<file path="config.mk">
export PLATFORM = sky130hd
export DESIGN_NAME = vm_dispense
export DESIGN_NICKNAME = d
export VERILOG_FILES = /design/src/rtl/vm_pkg.sv /design/src/rtl/vm_disp_fifo.sv /design/src/rtl/vm_dispense.sv
export SDC_FILE = /design/constraint.sdc
export NUM_CORES = 1
export LEC_CHECK = 0
export CAP_MARGIN = 5
export CORE_ASPECT_RATIO = 1.25
export CORE_MARGIN = 5
export CORE_UTILIZATION = 25
export CTS_CLUSTER_SIZE = 12
export DETAILED_ROUTE_END_ITERATION = 7
export DONT_BUFFER_PORTS = 1
export PLACE_DENSITY_LB_ADDON = 0.15
export SETUP_SLACK_MARGIN = 0.2
export SYNTH_ARGS = -nofsm -noshare
export SYNTH_HDL_FRONTEND = slang
export SYNTH_HIERARCHICAL = 1
export SYNTH_SLANG_ARGS = --single-unit
</file>
<file path="constraint.sdc">
create_clock -name clk -period 5.22 [get_ports clk]
set_input_delay 0.522 -clock clk [delete_from_list [all_inputs] [get_ports clk]]
set_output_delay 0.522 -clock clk [all_outputs]
set_load 0.05 [all_outputs]
</file>
<file path="src/rtl/vm_pkg.sv">
// Shared types for the vending-machine output side: one-hot dispense FSM
// state encoding, coin-count width and a small constant helper.
package vm_pkg;

   localparam int COIN_W = 3;

   typedef enum logic [4:0] {
      ST_IDLE  = 5'b00001,
      ST_PROD  = 5'b00010,
      ST_COIN  = 5'b00100,
      ST_GAP   = 5'b01000,
      ST_FAULT = 5'b10000
   } disp_state_t;

   function automatic int imax(input int a, input int b);
      return (a > b) ? a : b;
   endfunction

endpackage

</file>
<file path="src/rtl/vm_disp_fifo.sv">
// Transaction queue for vm_dispense: first-word-fall-through FIFO holding the
// coin count of each vend. A push into a full queue is taken only if a pop
// frees a slot in the same cycle.
module vm_disp_fifo
   import vm_pkg::*;
#(
   parameter int DEPTH = 4,
   parameter int WIDTH = COIN_W
) (
   input  logic             clk,
   input  logic             rst,
   input  logic             push,
   input  logic             pop,
   input  logic [WIDTH-1:0] din,
   output logic [WIDTH-1:0] dout,
   output logic             full,
   output logic             empty
);

   localparam int AW = $clog2(DEPTH);

   logic [WIDTH-1:0] mem_r [DEPTH];
   logic [AW:0]      wr_ptr_r;
   logic [AW:0]      rd_ptr_r;
   logic             push_ok_s;
   logic             pop_ok_s;

   // Flag decode; the extra pointer bit tells full from empty.
   always_comb begin
      empty     = (wr_ptr_r == rd_ptr_r);
      full      = (wr_ptr_r[AW] != rd_ptr_r[AW]) &&
                  (wr_ptr_r[AW-1:0] == rd_ptr_r[AW-1:0]);
      pop_ok_s  = pop && !empty;
      push_ok_s = push && (!full || pop_ok_s);
      dout      = mem_r[rd_ptr_r[AW-1:0]];
   end

   // Storage and pointer update.
   always_ff @(posedge clk or posedge rst) begin
      if (rst) begin
         wr_ptr_r <= {(AW+1){1'b0}};
         rd_ptr_r <= {(AW+1){1'b0}};
         for (int i = 0; i < DEPTH; i++) begin
            mem_r[i] <= {WIDTH{1'b0}};
         end
      end else begin
         if (push_ok_s) begin
            mem_r[wr_ptr_r[AW-1:0]] <= din;
            wr_ptr_r <= wr_ptr_r + {{AW{1'b0}}, 1'b1};
         end
         if (pop_ok_s) begin
            rd_ptr_r <= rd_ptr_r + {{AW{1'b0}}, 1'b1};
         end
      end
   end

endmodule

</file>
<file path="src/rtl/vm_dispense.sv">
// Dispense controller: queues vends, pulses the product actuator, then pays
// change one coin at a time via coin_req/coin_ack. Optional hopper timeout
// is enabled by defining VM_DISP_TIMEOUT_EN.
module vm_dispense
   import vm_pkg::*;
#(
   parameter int DEPTH    = 4,
   parameter int PROD_CYC = 3,
   parameter int GAP_CYC  = 2,
   parameter int TIMEOUT  = 255
) (
   input  logic              clk,
   input  logic              rst,
   input  logic              vend,
   input  logic [COIN_W-1:0] change,
   input  logic              coin_ack,
   output logic              prod_out,
   output logic              coin_req,
   output logic [COIN_W-1:0] pend,
   output logic              busy,
   output logic              ovf,
   output logic              fault
);

   localparam int CW = $clog2(imax(imax(PROD_CYC, GAP_CYC), TIMEOUT) + 1);
   localparam logic [CW-1:0] PROD_LAST = CW'(PROD_CYC - 1);
   localparam logic [CW-1:0] GAP_LAST  = CW'(GAP_CYC - 1);
`ifdef VM_DISP_TIMEOUT_EN
   localparam logic [CW-1:0] TO_LAST   = CW'(TIMEOUT - 1);
`endif

   disp_state_t       state_r;
   disp_state_t       state_nx_s;
   logic [CW-1:0]     cnt_r;
   logic [COIN_W-1:0] pend_r;
   logic              ovf_r;
   logic [COIN_W-1:0] fifo_dout_s;
   logic              full_s;
   logic              empty_s;
   logic              pop_s;

   assign pop_s = (state_r == ST_IDLE) && !empty_s;

   vm_disp_fifo #(.DEPTH(DEPTH), .WIDTH(COIN_W)) u_fifo (
      .clk   (clk),
      .rst   (rst),
      .push  (vend),
      .pop   (pop_s),
      .din   (change),
      .dout  (fifo_dout_s),
      .full  (full_s),
      .empty (empty_s)
   );

   // State register.
   always_ff @(posedge clk or posedge rst) begin
      if (rst) begin
         state_r <= ST_IDLE;
      end else begin
         state_r <= state_nx_s;
      end
   end

   // Next-state logic; an ack in the same cycle as the timeout wins.
   always_comb begin
      state_nx_s = state_r;
      case (state_r)
         ST_IDLE: begin
            if (!empty_s) state_nx_s = ST_PROD;
            else          state_nx_s = ST_IDLE;
         end
         ST_PROD: begin
            if (cnt_r == PROD_LAST) begin
               if (pend_r == 3'd0) state_nx_s = ST_IDLE;
               else                state_nx_s = ST_COIN;
            end else begin
               state_nx_s = ST_PROD;
            end
         end
         ST_COIN: begin
            if (coin_ack) begin
               state_nx_s = ST_GAP;
`ifdef VM_DISP_TIMEOUT_EN
            end else if (cnt_r == TO_LAST) begin
               state_nx_s = ST_FAULT;
`endif
            end else begin
               state_nx_s = ST_COIN;
            end
         end
         ST_GAP: begin
            if (cnt_r == GAP_LAST) begin
               if (pend_r == 3'd0) state_nx_s = ST_IDLE;
               else                state_nx_s = ST_COIN;
            end else begin
               state_nx_s = ST_GAP;
            end
         end
         ST_FAULT: state_nx_s = ST_FAULT;
         default:  state_nx_s = ST_IDLE;
      endcase
   end

   // Outputs decode only from registers.
   always_comb begin
      prod_out = (state_r == ST_PROD);
      coin_req = (state_r == ST_COIN);
      pend     = pend_r;
      busy     = (state_r != ST_IDLE) || !empty_s;
      ovf      = ovf_r;
`ifdef VM_DISP_TIMEOUT_EN
      fault    = (state_r == ST_FAULT);
`else
      fault    = 1'b0;
`endif
   end

   // Dwell counter: restarts on every state change.
   always_ff @(posedge clk or posedge rst) begin
      if (rst) begin
         cnt_r <= {CW{1'b0}};
      end else if ((state_nx_s != state_r) || (state_r == ST_IDLE) || (state_r == ST_FAULT)) begin
         cnt_r <= {CW{1'b0}};
      end else begin
         cnt_r <= cnt_r + CW'(1);
      end
   end

   // Pending coins and sticky overflow.
   always_ff @(posedge clk or posedge rst) begin
      if (rst) begin
         pend_r <= 3'd0;
         ovf_r  <= 1'b0;
      end else begin
         if (pop_s) begin
            pend_r <= fifo_dout_s;
         end else if ((state_r == ST_COIN) && coin_ack) begin
            pend_r <= pend_r - 3'd1;
         end else begin
            pend_r <= pend_r;
         end
         if (vend && full_s && !pop_s) begin
            ovf_r <= 1'b1;
         end else begin
            ovf_r <= ovf_r;
         end
      end
   end

endmodule

</file>
== Yosys cells after proc, flatten, opt, wreduce, memory -nomap -nowiden ==
Index checks and enable logic that the tools add are counted.

* Register bits: 35
* Bits in latches: 0
* Bits in writable memories: 0
* Memory bits (read-only): 0
* Logic and storage cells: 63
* Memories: 0

* Add/sub/neg operators: 4
* Multipliers: 0
* Div/mod/pow operators: 0
* $lt $le $gt $ge: 3
* Equality and inequality tests: 12
* Shift-type cells: 0
* Mux-type cells: 15
* Bitwise operators: 2
* Reduce and logical (&&, ||, !) cells: 17

{| class="wikitable"
|+ Operators by type and width
! operator !! number
|-
| $pmux W5 S5 || 1
|-
| $mux W3 || 6
|-
| $bwmux W12 || 1
|-
| $mux W5 || 2
|-
| $add A8 B1 Y8 const B || 1
|-
| $eq A8 B1 Y1 const B || 1
|-
| $eq A8 B2 Y1 const B || 1
|-
| $logic_and A1 B1 Y1 || 8
|-
| $mux W8 || 1
|-
| $add A3 B1 Y3 const B || 2
|-
| $bmux W3 S2 || 1
|-
| $demux W3 S2 || 1
|-
| $ge A3 B3 Y1 const B || 2
|-
| $not A2 Y3 || 2
|-
| $eq A5 B1 Y1 const B || 1
|-
| $eq A5 B2 Y1 const B || 1
|-
| $eq A5 B3 Y1 const B || 1
|-
| $eq A5 B4 Y1 const B || 1
|-
| $eq A5 B5 Y1 const B || 1
|-
| $ne A5 B1 Y1 const B || 1
|-
| $ne A5 B5 Y1 || 1
|-
| $logic_or A1 B1 Y1 || 4
|-
| $mux W4 || 1
|-
| $eq A3 B3 Y1 || 1
|-
| 8 further kinds || 10
|}

== Depth between registers and ports, before layout ==
Gate-level depths: netlist of run 1.

* Depth in word-level cells: 8
* Depth in mapped cells: 8
* Depth with buffers taken out: 7

== By module ==
The synthesis of run 1 kept the hierarchy.

{| class="wikitable"
|+ By module, submodules not included
! module !! times used !! cells an instance !! area an instance (µm²)
|-
| vm_dispense || 1 || 109 || 1047.3
|-
| vm_disp_fifo || 1 || 65 || 1029.7
|}

== Worst setup path before layout of run 1 ==
OpenSTA, ideal clock, no wires.

* Path type: register to register
* Start: register u_fifo.rd_ptr_r[0]
* End: register u_fifo/mem_r[10] in the netlist's numbering
* Setup time: 0.127 ns
* Data arrival time: 2.557 ns
* Slack: 2.535 ns
* Cell stages (with the launch flop): 9
* Path through: dfrtp_1 clkbuf_2 xor2_2 nor3_1 or4_1 buf_2 inv_1 o41ai_2 mux2_1

* Longest elaborated chain between the ends: 6
* Elaborated cells between the ends (all ways): 9

{| class="wikitable"
|+ RTL lines
! what !! RTL line !! text
|-
| start: declaration || vm_disp_fifo.sv:24 || <nowiki>logic [AW:0] rd_ptr_r;</nowiki>
|-
| start signal: assignment || vm_disp_fifo.sv:42 || <nowiki>rd_ptr_r <= {(AW+1){1'b0}};</nowiki>
|-
| start signal: assignment || vm_disp_fifo.sv:52 || <nowiki>rd_ptr_r <= rd_ptr_r + {{AW{1'b0}}, 1'b1};</nowiki>
|-
| $eq A3 B3 Y1 || vm_disp_fifo.sv:30 || <nowiki>empty = (wr_ptr_r == rd_ptr_r);</nowiki>
|-
| net empty_s || vm_dispense.sv:39 || <nowiki>logic empty_s;</nowiki>
|-
| $logic_not A1 Y1 || vm_dispense.sv:42 || <nowiki>assign pop_s = (state_r == ST_IDLE) && !empty_s;</nowiki>
|-
| $logic_and A1 B1 Y1 || vm_dispense.sv:42 ||
|-
| net pop_s || vm_dispense.sv:40 || <nowiki>logic pop_s;</nowiki>
|-
| $logic_and A1 B1 Y1 || vm_disp_fifo.sv:33 || <nowiki>pop_ok_s = pop && !empty;</nowiki>
|-
| $logic_or A1 B1 Y1 || vm_disp_fifo.sv:34 || <nowiki>push_ok_s = push && (!full || pop_ok_s);</nowiki>
|-
| $logic_and A1 B1 Y1 || vm_disp_fifo.sv:34 ||
|-
| end signal: indexed assignment || vm_disp_fifo.sv:44 || <nowiki>mem_r[i] <= {WIDTH{1'b0}};</nowiki>
|-
| end signal: indexed assignment || vm_disp_fifo.sv:48 || <nowiki>mem_r[wr_ptr_r[AW-1:0]] <= din;</nowiki>
|-
| end: declaration || vm_disp_fifo.sv:22 || <nowiki>logic [WIDTH-1:0] mem_r [DEPTH];</nowiki>
|}

The timed path passes the listed nets, and every way through them passes these cells.
A chain may end at the register's enable or synchronous reset.

== Final worst setup path of run 1 ==
* Start: register u_fifo.rd_ptr_r[0]
* End: register u_fifo/mem_r[9] in the netlist's numbering

The elaborated chain is that of the path after synthesis.

==> results of run 1 <==
synthesized netlist by cell type, types with 2 or more instances:
cell type / n / area share
dfrtp_1: 34 / 0.41
mux2_1: 14 / 0.076
inv_1: 13 / 0.023
nand2_1: 11 / 0.020
ha_1: 10 / 0.060
nor2_1: 9 / 0.016
nand3_1: 8 / 0.019
nor3_1: 8 / 0.019
xor2_1: 8 / 0.034
xnor2_1: 6 / 0.025
and2_1: 4 / 0.012
mux4_1: 3 / 0.038
o41ai_2: 3 / 0.023
a21oi_1: 2 / 0.0048
and3_1: 2 / 0.0060
buf_2: 2 / 0.0048
buf_4: 2 / 0.0072
nand3b_1: 2 / 0.0072
o31ai_1: 2 / 0.0072
o41ai_4: 2 / 0.027
or4_4: 2 / 0.011
how the worst max path moves through the flow:
stage                  endpoint  slack, ns                from
3_3_place_gp    u_fifo/mem_r[8]       2.35  u_fifo/rd_ptr_r[0]
5_1_grt        u_fifo/mem_r[11]       2.06  u_fifo/rd_ptr_r[0]
6_report        u_fifo/mem_r[9]       2.27  u_fifo/rd_ptr_r[0]
4_1_cts         u_fifo/mem_r[9]       2.24  u_fifo/rd_ptr_r[0]
3_5_place_dp    u_fifo/mem_r[9]       2.24  u_fifo/rd_ptr_r[0]
2_1_floorplan  u_fifo/mem_r[10]       2.54  u_fifo/rd_ptr_r[0]
cell type report:
| cell class | instances | share of cell area |
|---|---|---|
| inverters | 13 | 0.0217 |
| multi-input cells | 121 | 0.498 |
| clock inverters | 2 | 0.00555 |
| well taps | 97 | 0.0539 |
| clock buffers | 6 | 0.0322 |
| flip-flops and latches | 35 | 0.389 |
layer usage:
metal | share of wire | GRT usage
met1 | 0.41 | 0.0995
met2 | 0.52 | 0.150
met3 | 0.046 | 0.0291
met4 | 0.023 | 0.0412
met5 | 0 | 0
registers in the layout (all words and copies together), names as in the netlist:
register / count
u_fifo/mem_r: 12
cnt_r: 8
state_r: 5
pend: 3
u_fifo/rd_ptr_r: 3
u_fifo/wr_ptr_r: 3
ovf: 1
report_power, final:
part	switching [mW]	total (mW)	internal, mW
Sequential	0.163	0.539	0.376
Clock	0.0988	0.192	0.0932
Combinational	0.351	0.592	0.241
metrics by stage:
step           setup WS [ns]  hold WS (ns)  utilization  cells
3_5_place_dp            2.24         0.474        0.265    266
3_3_place_gp            2.35         0.478        0.265    266
4_1_cts                 2.24         0.250        0.275    274
6_report                2.27         0.228        0.275    274
2_1_floorplan           2.54         0.447            -    174
5_1_grt                 2.06         0.280        0.275    274
worst max-delay path: stages (launching register included):
cell and delay [ns]:
dfrtp_1 0.48, xor2_2 0.57, nor3_1 0.18, or4_1 0.63, inv_1 0.41, o41ai_2 0.21
mux2_1 0.35
kinds of logic (layout without fill, tap and decap cells):
| family | count (synthesis) | in the layout | synth area share |
|---|---|---|---|
| buf+inv | 18 | 21 | 0.0379 |
| xor+xnor | 17 | 17 | 0.0880 |
| flops | 35 | 35 | 0.422 |
| other cells | 1 | 1 | 0.00181 |
| compound gates | 21 | 21 | 0.125 |
| simple gates | 55 | 55 | 0.151 |
| fa+ha+maj | 10 | 10 | 0.0602 |
| mux | 17 | 17 | 0.114 |
==> flow_metrics.env, run 1 <==
export IMPL_fin_area_um2=2250
export IMPL_ys_seq_area_frac=0.422
export IMPL_cts_sinks=35
export IMPL_ff2ff_path_depth=6
export IMPL_tightest_slew_ns=0.710
export IMPL_crit_required_ns=5.39
export IMPL_fmax_mhz=339
export IMPL_first_pass_iters=4
export IMPL_fin_crit_sh=0.565
export IMPL_grt_pass1_vias=1427
export IMPL_ys_warn_count=6
export IMPL_peakVddDrop_uv=224
export IMPL_cts_max_path_buffers=2
export IMPL_p_per_area_nw_per_um2=587
export IMPL_diodes=0
export IMPL_p_total_mw=1.32
export IMPL_syn_inst=174
export IMPL_die_area_um2=10200
export IMPL_crit_type="flip-flop to flip-flop"
export IMPL_vias=1330
export IMPL_slew_viol_final=0
export IMPL_nFillCells=841
export IMPL_die_width_um=91.5
export IMPL_min_path_type="input pin to async pin"
export IMPL_multi_input_area_um2=1120
export IMPL_layout_common_cells="34 x dfrtp_1, 14 x mux2_1, 13 x inv_1, 11 x nand2_1, 10 x ha_1"
export IMPL_min_period_ns=2.95
export IMPL_fin_nets=193
export IMPL_status="finished clean"
export IMPL_cts_setup_buffers=0
export IMPL_arrival_ns=3.11
export IMPL_num_rows=37
export IMPL_cp_end_kind="flip-flop"
export IMPL_ys_types=48
export IMPL_grt_max_degree=19
export IMPL_insertion_delay_ns=0.29
export IMPL_critPathMaxFanout=11
export IMPL_regArea_um2=877
export IMPL_hold_buffers=0
export IMPL_leakagePower_nw=0.946
export IMPL_hold_viol=0
export IMPL_ys_ff_latch=35
export IMPL_cp_start_kind="flip-flop"
export IMPL_clk_pin_slew_ns=0.08
export IMPL_wl_um=4230
export IMPL_area_delta_synth_final_pct=8.49
export IMPL_synth_edf_count=0
export IMPL_layout_commonest_cell="dfrtp_1"
export IMPL_io_pins=15
export IMPL_wl_per_cell_um=15.4
export IMPL_r2r_start="u_fifo/rd_ptr_r[0]"
export IMPL_grtUsageTotal=0.0885
export IMPL_place_congestion=0.859
export IMPL_syn_cell_area_um2=2080
export IMPL_io_buffer_count=0
export IMPL_timing_rr_end="u_fifo/mem_r[9]"
export IMPL_cts_max_level=2
export IMPL_cts_buffers=5
export IMPL_dpl_cell_area_um2=2170
export IMPL_setup_tns_ns=0
export IMPL_die_y_um=112
export IMPL_finalClockSkew_ns=0.00786
export IMPL_grt_setup_unrepaired="no"
export IMPL_ant_nets=0
export IMPL_drc_errors=0
export IMPL_cts_resized=0
export IMPL_cts_tree="yes"
export IMPL_syn_area_per_cell_um2=11.9
export IMPL_ys_flop_type="dfrtp_1"
export IMPL_finalSetupViolCount=0
export IMPL_drv_cap=0
export IMPL_vias_per_cell=4.85
export IMPL_r2r_setup_slack_ns=2.27
export IMPL_cts_root_buf="clkbuf_8"
export IMPL_gr_total_overflow=0
export IMPL_core_um2=8190
export IMPL_syn_num_nets=191
export IMPL_grt_first_pass_wirelength_um=7180
export IMPL_drive_gt1_frac=0.153
export IMPL_initial_core_util=0.253
export IMPL_grt_antenna_before_repair=0
export IMPL_dp_final_hpwl_um=3340
export IMPL_drt_iter0_markers=43
export IMPL_slew_headroom=0.526
export IMPL_ys_async_sr_fraction=1.00
No activity file was read; power rests on OpenSTA's default activity.
==> run 2, diff against run 1 <==
==> constraint.sdc (replaced) <==
create_clock -name clk -period 3 [get_ports clk]
set_input_delay 0.3 -clock clk [delete_from_list [all_inputs] [get_ports clk]]
set_output_delay 0.3 -clock clk [all_outputs]
set_load 0.05 [all_outputs]
==> run 2 against run 1 <==
The flow now finishes with violations (negative hold slack); maximum frequency increased by 11%; global-route usage rose by 0.62 points; clock skew up 0.0019 ns; via count is 0.15% lower; first-iteration DRC count is 7.0% higher; critical endpoint is now u_fifo/mem_r[0]; largest power group unchanged.
==> flow_metrics.env, run 2 (synthesis results as in run 1) <==
export IMPL_critPathTopFamily="compound AO/OA/AOI/OAI gates"
export IMPL_whs_ns=-0.00538
export IMPL_io_buffer_count=0
export IMPL_hold_viol=8
export IMPL_finalNonFillerCells=276
export IMPL_vias_per_cell=4.81
export IMPL_die_width_um=91.5
export IMPL_gr_total_overflow=0
export IMPL_critPathSlowestCell="o41ai_4"
export IMPL_drv_cap=0
export IMPL_diodes=0
export IMPL_first_pass_iters=4
export IMPL_highest_layer="met4"
export IMPL_cts_buffers=5
export IMPL_wl_um=4510
export IMPL_dp_final_hpwl_um=3490
export IMPL_hold_buffers=0
export IMPL_wl_per_cell_um=16.4
export IMPL_slew_viol_final=0
export IMPL_area_delta_synth_final_pct=12.6
export IMPL_met3_length_um=232
export IMPL_crit_buf_inv=1
export IMPL_drt_met1_wl_um=1840
export IMPL_cts_tree="yes"
export IMPL_min_period_ns=2.64
export IMPL_clk_pin_slew_ns=0.08
export IMPL_violations="negative hold slack"
export IMPL_slew_headroom=0.541
export IMPL_cts_setup_buffers=0
export IMPL_vias=1328
export IMPL_ant_nets=0
export IMPL_critPathMaxFanout=11
export IMPL_grt_setup_unrepaired="no"
export IMPL_insertion_delay_ns=0.29
export IMPL_layout_commonest_cell="dfrtp_1"
export IMPL_crit_required_ns=3.17
export IMPL_arrival_ns=2.81
export IMPL_place_congestion=0.837
export IMPL_io_pins=15
export IMPL_cts_sinks=35
export IMPL_initial_core_util=0.253
export IMPL_grt_max_degree=19
export IMPL_num_rows=37
export IMPL_die_area_um2=10200
export IMPL_fin_nets=195
export IMPL_p_per_area_nw_per_um2=1070
export IMPL_setup_tns_ns=0
export IMPL_met2WireLength_um=2340
export IMPL_finalSetupViolCount=0
export IMPL_crit_type="flip-flop to flip-flop"
export IMPL_grt_pass1_vias=1432
export IMPL_drive_gt1_frac=0.179
export IMPL_largest_register="u_fifo/mem_r"
export IMPL_drc_errors=0
export IMPL_cts_max_path_buffers=2
export IMPL_tightest_slew_ns=0.688
export IMPL_finalClockSkew_ns=0.00979
export IMPL_cts_root_buf="clkbuf_8"
export IMPL_cp_end_kind="flip-flop"
export IMPL_core_um2=8190
export IMPL_layout_common_cells="34 x dfrtp_1, 14 x mux2_1, 12 x inv_1, 11 x nand2_1, 10 x ha_1"
export IMPL_path_cells="xor2_4, nor3_2, or4_1, clkinvlp_4, o41ai_4, mux2_1"
export IMPL_status="complete, but fails checks"
export IMPL_drt_iter0_markers=46
export IMPL_cts_max_level=2
export IMPL_nFillCells=834
export IMPL_cp_start_kind="flip-flop"
export IMPL_grt_first_pass_wirelength_um=7560
export IMPL_top_regs="u_fifo/mem_r (12), cnt_r (8), state_r (5)"
export IMPL_leakagePower_nw=0.973
export IMPL_peakVddDrop_uv=317
export IMPL_min_path_type="input pin to async pin"
export IMPL_largest_reg_flops=12
export IMPL_die_y_um=112
export IMPL_cts_resized=1
export IMPL_grtUsageTotal=0.0947
export IMPL_dp_cells=268
export IMPL_cpPeakStageDelay_ns=0.56
export IMPL_fmax_mhz=378
export IMPL_grt_antenna_before_repair=0
export IMPL_fin_crit_sh=0.882
[run 2: where the power goes]
part,switching [mW],internal [mW]
Clock,0.184,0.248
Combinational,0.664,0.461
Sequential,0.298,0.654
Total,1.15,1.36
[run 2: stage by stage]
step	power, mW	util	instance area (um2)	hold slack (ns)	worst slack (ns)
CTS	2.48	0.282	2310	0.00992	0.280
floorplan	1.76	-	2080	0.225	0.315
detailed placement	2.02	0.266	2180	0.326	0.183
finish	2.51	0.285	2340	-0.00538	0.355
global route	2.69	0.285	2340	0.0576	0.204
global placement	1.99	0.266	2180	0.326	0.277
[run 2: layout make-up]
class                      count  area (um2)  share of cell area
clock inverter                 3        43.8              0.0187
clock buffer                   5        68.8              0.0294
multi-input combinational    121        1160               0.496
tap                           97         121              0.0519
timing repair buffer           2        15.0             0.00642
sequential                    35         877               0.375
inverter                      13        52.6              0.0225
[run 2: worst paths after layout]
path                                          from         endpoint  slack [ns]  depth (start not counted)
worst max-delay path            u_fifo/rd_ptr_r[1]  u_fifo/mem_r[0]        0.36                          6
worst min-delay path                           rst         cnt_r[2]      -0.005                          1
worst max register to register  u_fifo/rd_ptr_r[1]  u_fifo/mem_r[0]        0.36                          6
worst min register to register     u_fifo/mem_r[5]  u_fifo/mem_r[5]        0.50                          1
max in group asynchronous                      rst  u_fifo/mem_r[6]        2.56                          1
min in group clk                         change[2]  u_fifo/mem_r[2]        0.14                          1
[run 2: per-layer routing]
layer	global-route usage	up-vias
li1	-	632
met1	0.106	663
met2	0.157	24
met3	0.0331	9
met4	0.0483	0
met5	0	-
[run 2: worst reg2reg max path: stages (launching register included)]
cell and delay [ns]:
dfrtp_1 0.51, xor2_4 0.29, nor3_2 0.29, or4_1 0.22, clkinvlp_4 0.29, o41ai_4 0.56, mux2_1 0.37
